$ cat src/rtl/hazard_controller.sv
// Hazard scheduler for the 5-stage MIPS pipeline: forwarding selects, stall/flush
// generation, MDU busy sequencing and a saturating stall-cycle counter.
module hazard_controller #(
    parameter int MUL_CYCLES = 4,
    parameter int DIV_CYCLES = 32,
    parameter int CNT_W      = 32
) (
    input  logic             clk,
    input  logic             rst,
    input  logic [4:0]       RsD,
    input  logic [4:0]       RtD,
    input  logic [4:0]       RsE,
    input  logic [4:0]       RtE,
    input  logic [4:0]       WriteRegE,
    input  logic [4:0]       WriteRegM,
    input  logic [4:0]       WriteRegW,
    input  logic             RegWriteE,
    input  logic             RegWriteM,
    input  logic             RegWriteW,
    input  logic             MemtoRegE,
    input  logic             MemtoRegM,
    input  logic             BranchD,
    input  logic             PCSrcD,
    input  logic             MduUseD,
    input  logic             MduStartE,
    input  logic             MduOpE,
    input  logic             CntClr,
    output logic             ForwardAD,
    output logic             ForwardBD,
    output logic [1:0]       ForwardAE,
    output logic [1:0]       ForwardBE,
    output logic             StallF,
    output logic             StallD,
    output logic             FlushD,
    output logic             FlushE,
    output logic             MduBusy,
    output logic             MduDone,
    output logic [CNT_W-1:0] StallCount
);

    localparam int MAX_CYC = (MUL_CYCLES > DIV_CYCLES) ? MUL_CYCLES : DIV_CYCLES;
    localparam int CW_RAW  = $clog2(MAX_CYC);
    localparam int CW      = (CW_RAW > 6) ? CW_RAW : 6;
    localparam logic [CW-1:0] MUL_LOAD = CW'(MUL_CYCLES - 1);
    localparam logic [CW-1:0] DIV_LOAD = CW'(DIV_CYCLES - 1);

    typedef enum logic {IDLE = 1'b0, BUSY = 1'b1} mdu_state_t;

    mdu_state_t        state_q;
    logic [CW-1:0]     cnt_q;
    logic              done_q;
    logic [CNT_W-1:0]  stall_cnt_q;
    logic [CNT_W-1:0]  stall_cnt_d;

    logic [1:0] fwd_ae;
    logic [1:0] fwd_be;
    logic       lwstall;
    logic       brstall;
    logic       mdustall;
    logic       stall_raw;
    logic       stall;

    // Register $0 is hard-wired, so it never creates a dependency.
    function automatic logic reg_match(input logic [4:0] a, input logic [4:0] b);
        return (a != 5'd0) && (a == b);
    endfunction

    always_comb begin
        fwd_ae = 2'b00;
        if (RegWriteM && reg_match(WriteRegM, RsE))
            fwd_ae = 2'b10;
        else if (RegWriteW && reg_match(WriteRegW, RsE))
            fwd_ae = 2'b01;

        fwd_be = 2'b00;
        if (RegWriteM && reg_match(WriteRegM, RtE))
            fwd_be = 2'b10;
        else if (RegWriteW && reg_match(WriteRegW, RtE))
            fwd_be = 2'b01;
    end

    assign lwstall  = MemtoRegE && (reg_match(WriteRegE, RsD) || reg_match(WriteRegE, RtD));
    assign brstall  = BranchD &&
                      ((RegWriteE && (reg_match(WriteRegE, RsD) || reg_match(WriteRegE, RtD))) ||
                       (MemtoRegM && (reg_match(WriteRegM, RsD) || reg_match(WriteRegM, RtD))));
    assign mdustall = MduUseD && ((state_q == BUSY) || MduStartE);
    assign stall_raw = lwstall || brstall || mdustall;

    // Every combinational output is held low while reset is asserted.
    assign stall     = rst && stall_raw;
    assign ForwardAE = rst ? fwd_ae : 2'b00;
    assign ForwardBE = rst ? fwd_be : 2'b00;
    assign ForwardAD = rst && RegWriteM && reg_match(WriteRegM, RsD);
    assign ForwardBD = rst && RegWriteM && reg_match(WriteRegM, RtD);
    assign StallF    = stall;
    assign StallD    = stall;
    assign FlushE    = stall;
    assign FlushD    = rst && PCSrcD && !stall_raw;
    assign MduBusy   = rst && (state_q == BUSY);
    assign MduDone   = done_q;

    // A start seen while BUSY is ignored; the decode stall keeps it from happening in practice.
    always_ff @(posedge clk or negedge rst) begin
        if (!rst) begin
            state_q <= IDLE;
            cnt_q   <= '0;
            done_q  <= 1'b0;
        end else begin
            done_q <= 1'b0;
            case (state_q)
                IDLE: begin
                    if (MduStartE) begin
                        state_q <= BUSY;
                        cnt_q   <= MduOpE ? DIV_LOAD : MUL_LOAD;
                    end
                end
                BUSY: begin
                    if (cnt_q == '0) begin
                        state_q <= IDLE;
                        done_q  <= 1'b1;
                    end else begin
                        cnt_q <= cnt_q - 1'b1;
                    end
                end
                default: state_q <= IDLE;
            endcase
        end
    end

    always_comb begin
        stall_cnt_d = stall_cnt_q;
        if (CntClr)
            stall_cnt_d = '0;
        else if (stall && (stall_cnt_q != '1))
            stall_cnt_d = stall_cnt_q + 1'b1;
    end

    always_ff @(posedge clk or negedge rst) begin
        if (!rst)
            stall_cnt_q <= '0;
        else
            stall_cnt_q <= stall_cnt_d;
    end

    assign StallCount = stall_cnt_q;

endmodule

$ cat config.mk
export PLATFORM = sky130hd
export DESIGN_NAME = hazard_controller
export DESIGN_NICKNAME = d
export VERILOG_FILES = /design/src/rtl/hazard_controller.sv
export SDC_FILE = /design/constraint.sdc
export NUM_CORES = 1
export LEC_CHECK = 0
export CORE_AREA = 2 2 73 75
export CTS_CLUSTER_DIAMETER = 150
export DETAILED_ROUTE_END_ITERATION = 12
export DIE_AREA = 0 0 75 77
export DONT_BUFFER_PORTS = 1
export PLACE_DENSITY = 0.74
export SYNTH_ARGS = -nofsm -noshare
export SYNTH_HDL_FRONTEND = slang
export SYNTH_SLANG_ARGS = --single-unit
$ cat constraint.sdc
create_clock -name clk -period 7.9 [get_ports clk]
set_input_delay 1.975 -clock clk [delete_from_list [all_inputs] [get_ports clk]]
set_output_delay 1.975 -clock clk [all_outputs]
set_load 0.005 [all_outputs]
==> results of run 1 <==
-- Yosys cell counts (2+ instances only) --
cell type	number	area, sq um
dfrtp_1	40	1001
o21ai_0	22	110.1
or2_2	2	12.51
o31ai_1	5	37.54
a211oi_1	4	30.03
o211ai_1	2	15.01
nand4_1	8	50.05
clkbuf_1	8	30.03
nor2b_1	9	56.30
buf_4	4	30.03
nor3_1	9	45.04
ha_1	2	25.02
xor2_1	18	157.7
and3_1	9	56.30
buf_2	9	45.04
nor4_1	10	62.56
a21oi_1	30	150.1
nand2_1	22	82.58
and4_1	2	17.52
nand3_1	17	85.08
a31oi_1	2	12.51
mux2_2	8	90.09
and2_1	7	43.79
xnor2_1	23	201.4
or3_1	20	125.1
inv_1	8	30.03
dlygate4sd1_1	2	17.52
or4_1	10	75.07
nor2_1	18	67.56
-- report_power, final --
group	internal [uW]	switching (uW)
combinational	51.1	45.7
clock	60.1	71.5
sequential	224	22.2
total	335	139
-- critical path, stage by stage --
cell and delay (ns):
nor3_1 0.16, nand2_1 0.10, and3_1 0.20, o211ai_1 0.11, and2_4 0.48, inv_1 0.19
-- metal layers --
| metal | up-vias | GRT usage (%) | part of all wire (%) |
|---|---|---|---|
| met5 | - | 0 | 0 |
| met3 | 8 | 8.804 | 8.0 |
| met4 | 0 | 6.964 | 1.1 |
| li1 | 1217 | - | - |
| met1 | 1169 | 29.82 | 41 |
| met2 | 88 | 37.89 | 50 |
-- state kept, by name, indices dropped and copies added (netlist names) --
signal,flops
state_q,1
cnt_q,6
MduDone,1
StallCount,32
-- metrics by stage --
| step | hold WS [ns] | setup slack (ns) |
|---|---|---|
| after floorplan | 0.4645 | 2.590 |
| after global placement | 0.4943 | 2.710 |
| after detailed placement | 0.5017 | 2.700 |
| after CTS | 0.5143 | 2.704 |
| after global routing | 0.5430 | 2.510 |
| final | 0.5082 | 2.698 |
-- cell type report --
cell class | instances | area share [%]
Sequential cell | 40 | 33.93
Clock inverter | 1 | 0.1696
Tap cell | 70 | 2.969
Inverter | 8 | 1.018
Multi-Input combinational cell | 275 | 59.20
Timing Repair Buffer | 1 | 0.2545
Clock buffer | 6 | 2.460
-- cells by family (layout without fill, tap and decap cells) --
group,Yosys count,after routing
AND/OR/NAND/NOR,153,153
AO/OA/AOI/OAI,71,71
buffers and inverters,33,16
XOR/XNOR,41,41
multiplexers,8,8
flip-flops,40,40
adder cells (fa/ha/maj),2,2
-- path summary, 6_finish.rpt --
kind / to / depth (start not counted) / start / slack, ns
worst min-delay path: cnt_q[0] / 1 / cnt_q[0] / 0.51
max in group asynchronous: StallCount[14] / 0 / rst / 6.43
worst min register to register: cnt_q[0] / 1 / cnt_q[0] / 0.51
worst max-delay path: StallD / 6 / WriteRegM[0] / 2.70
worst max register to register: StallCount[31] / 9 / StallCount[0] / 5.36
min in group asynchronous: StallCount[18] / 0 / rst / 1.37
==> impl_results.md, run 1 <==
- Core box area: roughly 5000 sq um
- CTS clock-pin slew for the worst setup and hold paths: around 0.070 ns
- Worst Skew: between 0.005 and 0.006 ns
- I/O pins: 92
- # DRC: 0
- Number of core rows: 26
- Via count: about 2,500
- FMAX: a little under 0.2 GHz
- Syn Nets: roughly 400
- Post_cts resized: 0
- Initial antenna violation count: 0
- RSZ-0062 raised after global routing: no
- Routed WL per cell: roughly 16 microns
- Worst Hold Class: flip-flop to flip-flop
- Max Cap Viol: 0
- Fill cells: approximately 460
- Postcts setup bufs: 0
- Outcome: finished clean
- Crit path launch type: primary input
- Antenna Nets Post-Route: 0
- I/O Buffers: 0
- Post-Syn Area per Cell: roughly 8.4 sq um
- Register area share after synthesis: between 30% and 40%
- Power consumption: between 400 and 500 uW
- Leak: approximately 0.0011 uW
- Multiplexer share of the synthesized area: 3.089%
- Netlist cell types: 47
- Routed Wire Length: between 6000 and 7000 microns
- Placed Cells: about 390
- Post-synthesis cell area: just under 3000 sq um
- Main synth FF type: dfrtp_1
- Layout cell share with drive strength beyond 1: 7.251%
- Slew margin rel.: between 60% and 70%
- Total Neg Setup Slack: 0 ns
- Finished Cell Area: 2950 sq um
- Compound-Gate Fraction of Synth Area: approximately 14%
- Crit path arrival time: between 3 and 4 ns
- Storage element area: approximately 1000 sq um
- PD cells: around 160 nW/um^2
- Final period util: 65.85%
- Pre-antenna DRT Iters: 4
- IR drop worst, VDD: roughly 140 uV
- Area share of fa/ha/maj cells after synthesis: 0.8580%
- First-pass GRT wire length: 10,980 microns
- Least-Margin Pin Slew: between 0.5 and 0.6 ns
- Hold Violations, Final: 0
- XOR/XNOR Fraction of Synth Area: approximately 12%
- TritonCTS Buffers: 5
- CTS Buffer Depth: 2
- Worst Setup End Kind: output port
- Grt ovf: 0
- Pin count of the biggest net entering global routing: 57
- Gate Count Post-Synth: 348
- Worst Path Required: approximately 6 ns
- Post-synth EDFFs: 0
- Die Width: approximately 75 microns
- Drt initial violations: a little under 200
- Largest family of logic cells by synthesized area: simple AND/OR/NAND/NOR gates
- ANT cells: 0
- Commonest non-fill, non-tap cell in the layout: dfrtp_1
- Skew-Pair Late Insertion Delay: 0.29 ns
- Fin cells: about 400
- Area added between synthesis and finish: 1.158%
- Die ar.: just under 6000 sq um
- Crit Path Category: primary input to output port
- CTS root buffer: clkbuf_8
- Hpwl dp: 4680 microns
- H-tree depth: 2
- Placed Area: 2873 sq um
- Die H: ~77 microns
- Vias in the first global route: 2,372
- Fin. max-slew vios: 0
- Synth Warn #: 0
- Ys async rst share: 100.0%
- Maximum fanout along the worst path: 56
- Area of the multi-input gates: ~1700 sq um
- Most frequent cells in the layout: dfrtp_1 (40), a21oi_1 (30), xnor2_1 (23)
- #FFs+latches synth: 40
- Simple-Gate Fraction of Synth Area: between 20% and 30%
- CTS Sinks: 40
- Avg Vias per Cell: about 6.2
- GRT Total Usage: roughly a quarter
- Endpoints failing setup: 0
- Fin nets: 381
- CTS tree: done
- Minimum clock period: about 5.2 ns
- Post-CTS Hold Buffers: 0
- Placer congestion estimate: about 0.87
- Finished Core Util: roughly three fifths
- Starting density of the core: 58.60%
(Power assumes the default switching activity.)
==> run 2, diff against run 1 <==
Settings changed: CORE_AREA 2 2 73 75 to 2 2 74 76, DIE_AREA 0 0 75 77 to 0 0 76 78, PLACE_DENSITY 0.74 to 0.75.
Clock period 7.9 ns to 4.5 ns, I/O delays scaled along.
==> run 2 against run 1 <==
Compared with the run above: die area up 2.6%; highest routed layer unchanged; critical path type unchanged; flip-flop and latch count is the same; global-route usage shrank 1.8 points; clock power increased by 140%; final area rose by 1.2%; worst hold slack better by 0.0023 ns; count of clock-buffer cells in the layout unchanged; combinational power rose by 76%; via count increased by 0.20%.
==> impl_results.md, run 2 (synthesis results as in run 1) <==
- Fin nets: 380 (-0.26%)
- Worst reg-to-reg setup slack: 1.63 ns (-3.73 ns)
- Met1 Track Usage GR: 26.23% (-3.6 points)
- Initial antenna violation count: 0 (unchanged)
- Final period util: approximately 78%
- I/O Buffers: 0 (unchanged)
- Layout cell share with drive strength beyond 1: 7.553% (+0.30 points)
- CTS Buffer Depth: 2 (unchanged)
- Total Neg Setup Slack: 0 ns (unchanged)
- Largest register FFs: 32 (unchanged)
- Maximum fanout along the worst path: 56 (unchanged)
- Worst Skew: 0.004281 ns (-0.0007611 ns)
- Placer congestion estimate: 0.8660 (-0.20%)
- Hold Violations, Final: 0 (unchanged)
- PD cells: 308.0 nW/um^2 (+92%)
- Pre-CTS setup slack: 0.9965 ns (-1.703 ns)
- H-tree depth: 2 (unchanged)
- GRT Total Usage: 22.05% (-1.8 points)
- Grt ovf: 0 (unchanged)
- Area added between synthesis and finish: 2.402%
- Least-Margin Pin Slew: 1.231 ns (+0.7229 ns)
- CTS root buffer: clkbuf_8
- Endpoints failing setup: 0 (unchanged)
- Final worst slack: 0.9891 ns (-1.709 ns)
- Commonest non-fill, non-tap cell in the layout: dfrtp_1
- Leak: 0.001118 uW (+1.3%)
- TritonCTS Buffers: 5 (unchanged)
- FMAX: 0.2848 GHz
- Fin. max-slew vios: 0 (unchanged)
- RSZ-0062 raised after global routing: no
- Max Cap Viol: 0 (unchanged)
- Worst Setup End Kind: output port
- CTS tree: done
- Power consumption: 919.8 uW (+94%)
- ANT cells: 0 (unchanged)
- IR drop worst, VDD: 227.8 uV (+68%)
- Pin count of the biggest net entering global routing: 57 (unchanged)
- Worst Path Required: 3.38 ns (-2.55 ns)
- Crit path arrival time: 2.39 ns (-0.84 ns)
- Core box area: 5042 sq um (+1.3%)
- Routed Wire Length: 6335 microns (-3.8%)
- I/O pins: 92 (unchanged)
- Met3 Resource Use GR: 7.674% (-1.1 points)
- Worst Hold Class: primary input to async pin
- Vias in the first global route: 2,365 (-0.30%)
- Via count: 2,487 (+0.20%)
- Minimum clock period: 3.511 ns
- CTS Sinks: 40 (unchanged)
- Finished Core Util: 59.23% (about the same)
- Pre-antenna DRT Iters: 5 (+1)
- Die H: 78 microns (+1.3%)
- Routed WL per cell: 15.80 microns (-3.8%)
- Hpwl dp: 4576 microns (-2.2%)
- Post_cts resized: 0 (unchanged)
- CTS clock-pin slew for the worst setup and hold paths: 0.08 ns (about the same)
- Most frequent cells in the layout: dfrtp_1 (40), a21oi_1 (30), xnor2_1 (23)
- Postcts setup bufs: 0 (unchanged)
- Antenna Nets Post-Route: 0 (unchanged)
- Met2 usage: 38.13% (+0.23 points)
- # DRC: 0 (unchanged)
- Crit Path Category: primary input to output port
- First-pass GRT wire length: 10,810 microns (-1.6%)
- Post-CTS Hold Buffers: 0 (unchanged)
- Number of core rows: 26 (unchanged)
- Die Width: 76 microns (+1.3%)
- GRT busiest layer: met2
- Slew margin rel.: 17.33% (-49 points)
- Crit path launch type: primary input
- Die ar.: 5928 sq um (+2.6%)
- Drt initial violations: 160 (-17%)
- Skew-Pair Late Insertion Delay: 0.30 ns (about the same)
- Avg Vias per Cell: 6.202 (+0.20%)
- Outcome: finished clean
- Starting density of the core: 57.84% (-0.76 points)
run 2: changes by cell type in the layout (fill, tap and decap cells not counted), sizes merged:
cell	change
buf	-1
bufinv	+1
run 2: where the power goes:
part	switching, uW	leakage, uW	internal (uW)
logic	80.1	0.000515	90.2
registers	41.8	0.000542	393
clock network	134	0.0000614	181
total	256	0.00112	664
run 2: layout make-up:
class                   instances  area [sq um]
clock buffers                   6         82.58
well taps                      70         87.58
multi-input cells             275          1747
clock inverters                 2         38.79
inverters                       8         30.03
fillers                       450          2056
flip-flops and latches         40          1001
run 2: final timing paths:
check | depth (start not counted) | to | from
min reg2reg | 1 | cnt_q[0] | cnt_q[0]
max | 6 | FlushE | WriteRegM[0]
min in group clk | 1 | cnt_q[0] | cnt_q[0]
max reg2reg | 7 | StallCount[21] | StallCount[0]
min | 0 | StallCount[20] | rst
max in group asynchronous | 0 | StallCount[12] | rst
run 2: stage by stage:
| step | hold slack, ns | instances | cell area (sq um) |
|---|---|---|---|
| global route | 0.4942 | 401 | 2987 |
| CTS | 0.5007 | 401 | 2987 |
| detailed placement | 0.5061 | 393 | 2865 |
| finish | 0.5105 | 401 | 2987 |
| global placement | 0.4950 | 393 | 2865 |
| floorplan | 0.4645 | 348 | 2917 |
run 2: critical path: stages:
cell and delay [ns]:
nor3_1 0.17, nand2_1 0.10, and3_1 0.20, o211ai_1 0.11
and2_4 0.48, inv_1 0.19
run 2: layer usage:
metal,part of all wire (%),vias up
met5,0,-
met4,0.99,0
met3,8.6,8
met2,50,111
met1,41,1150
li1,-,1218
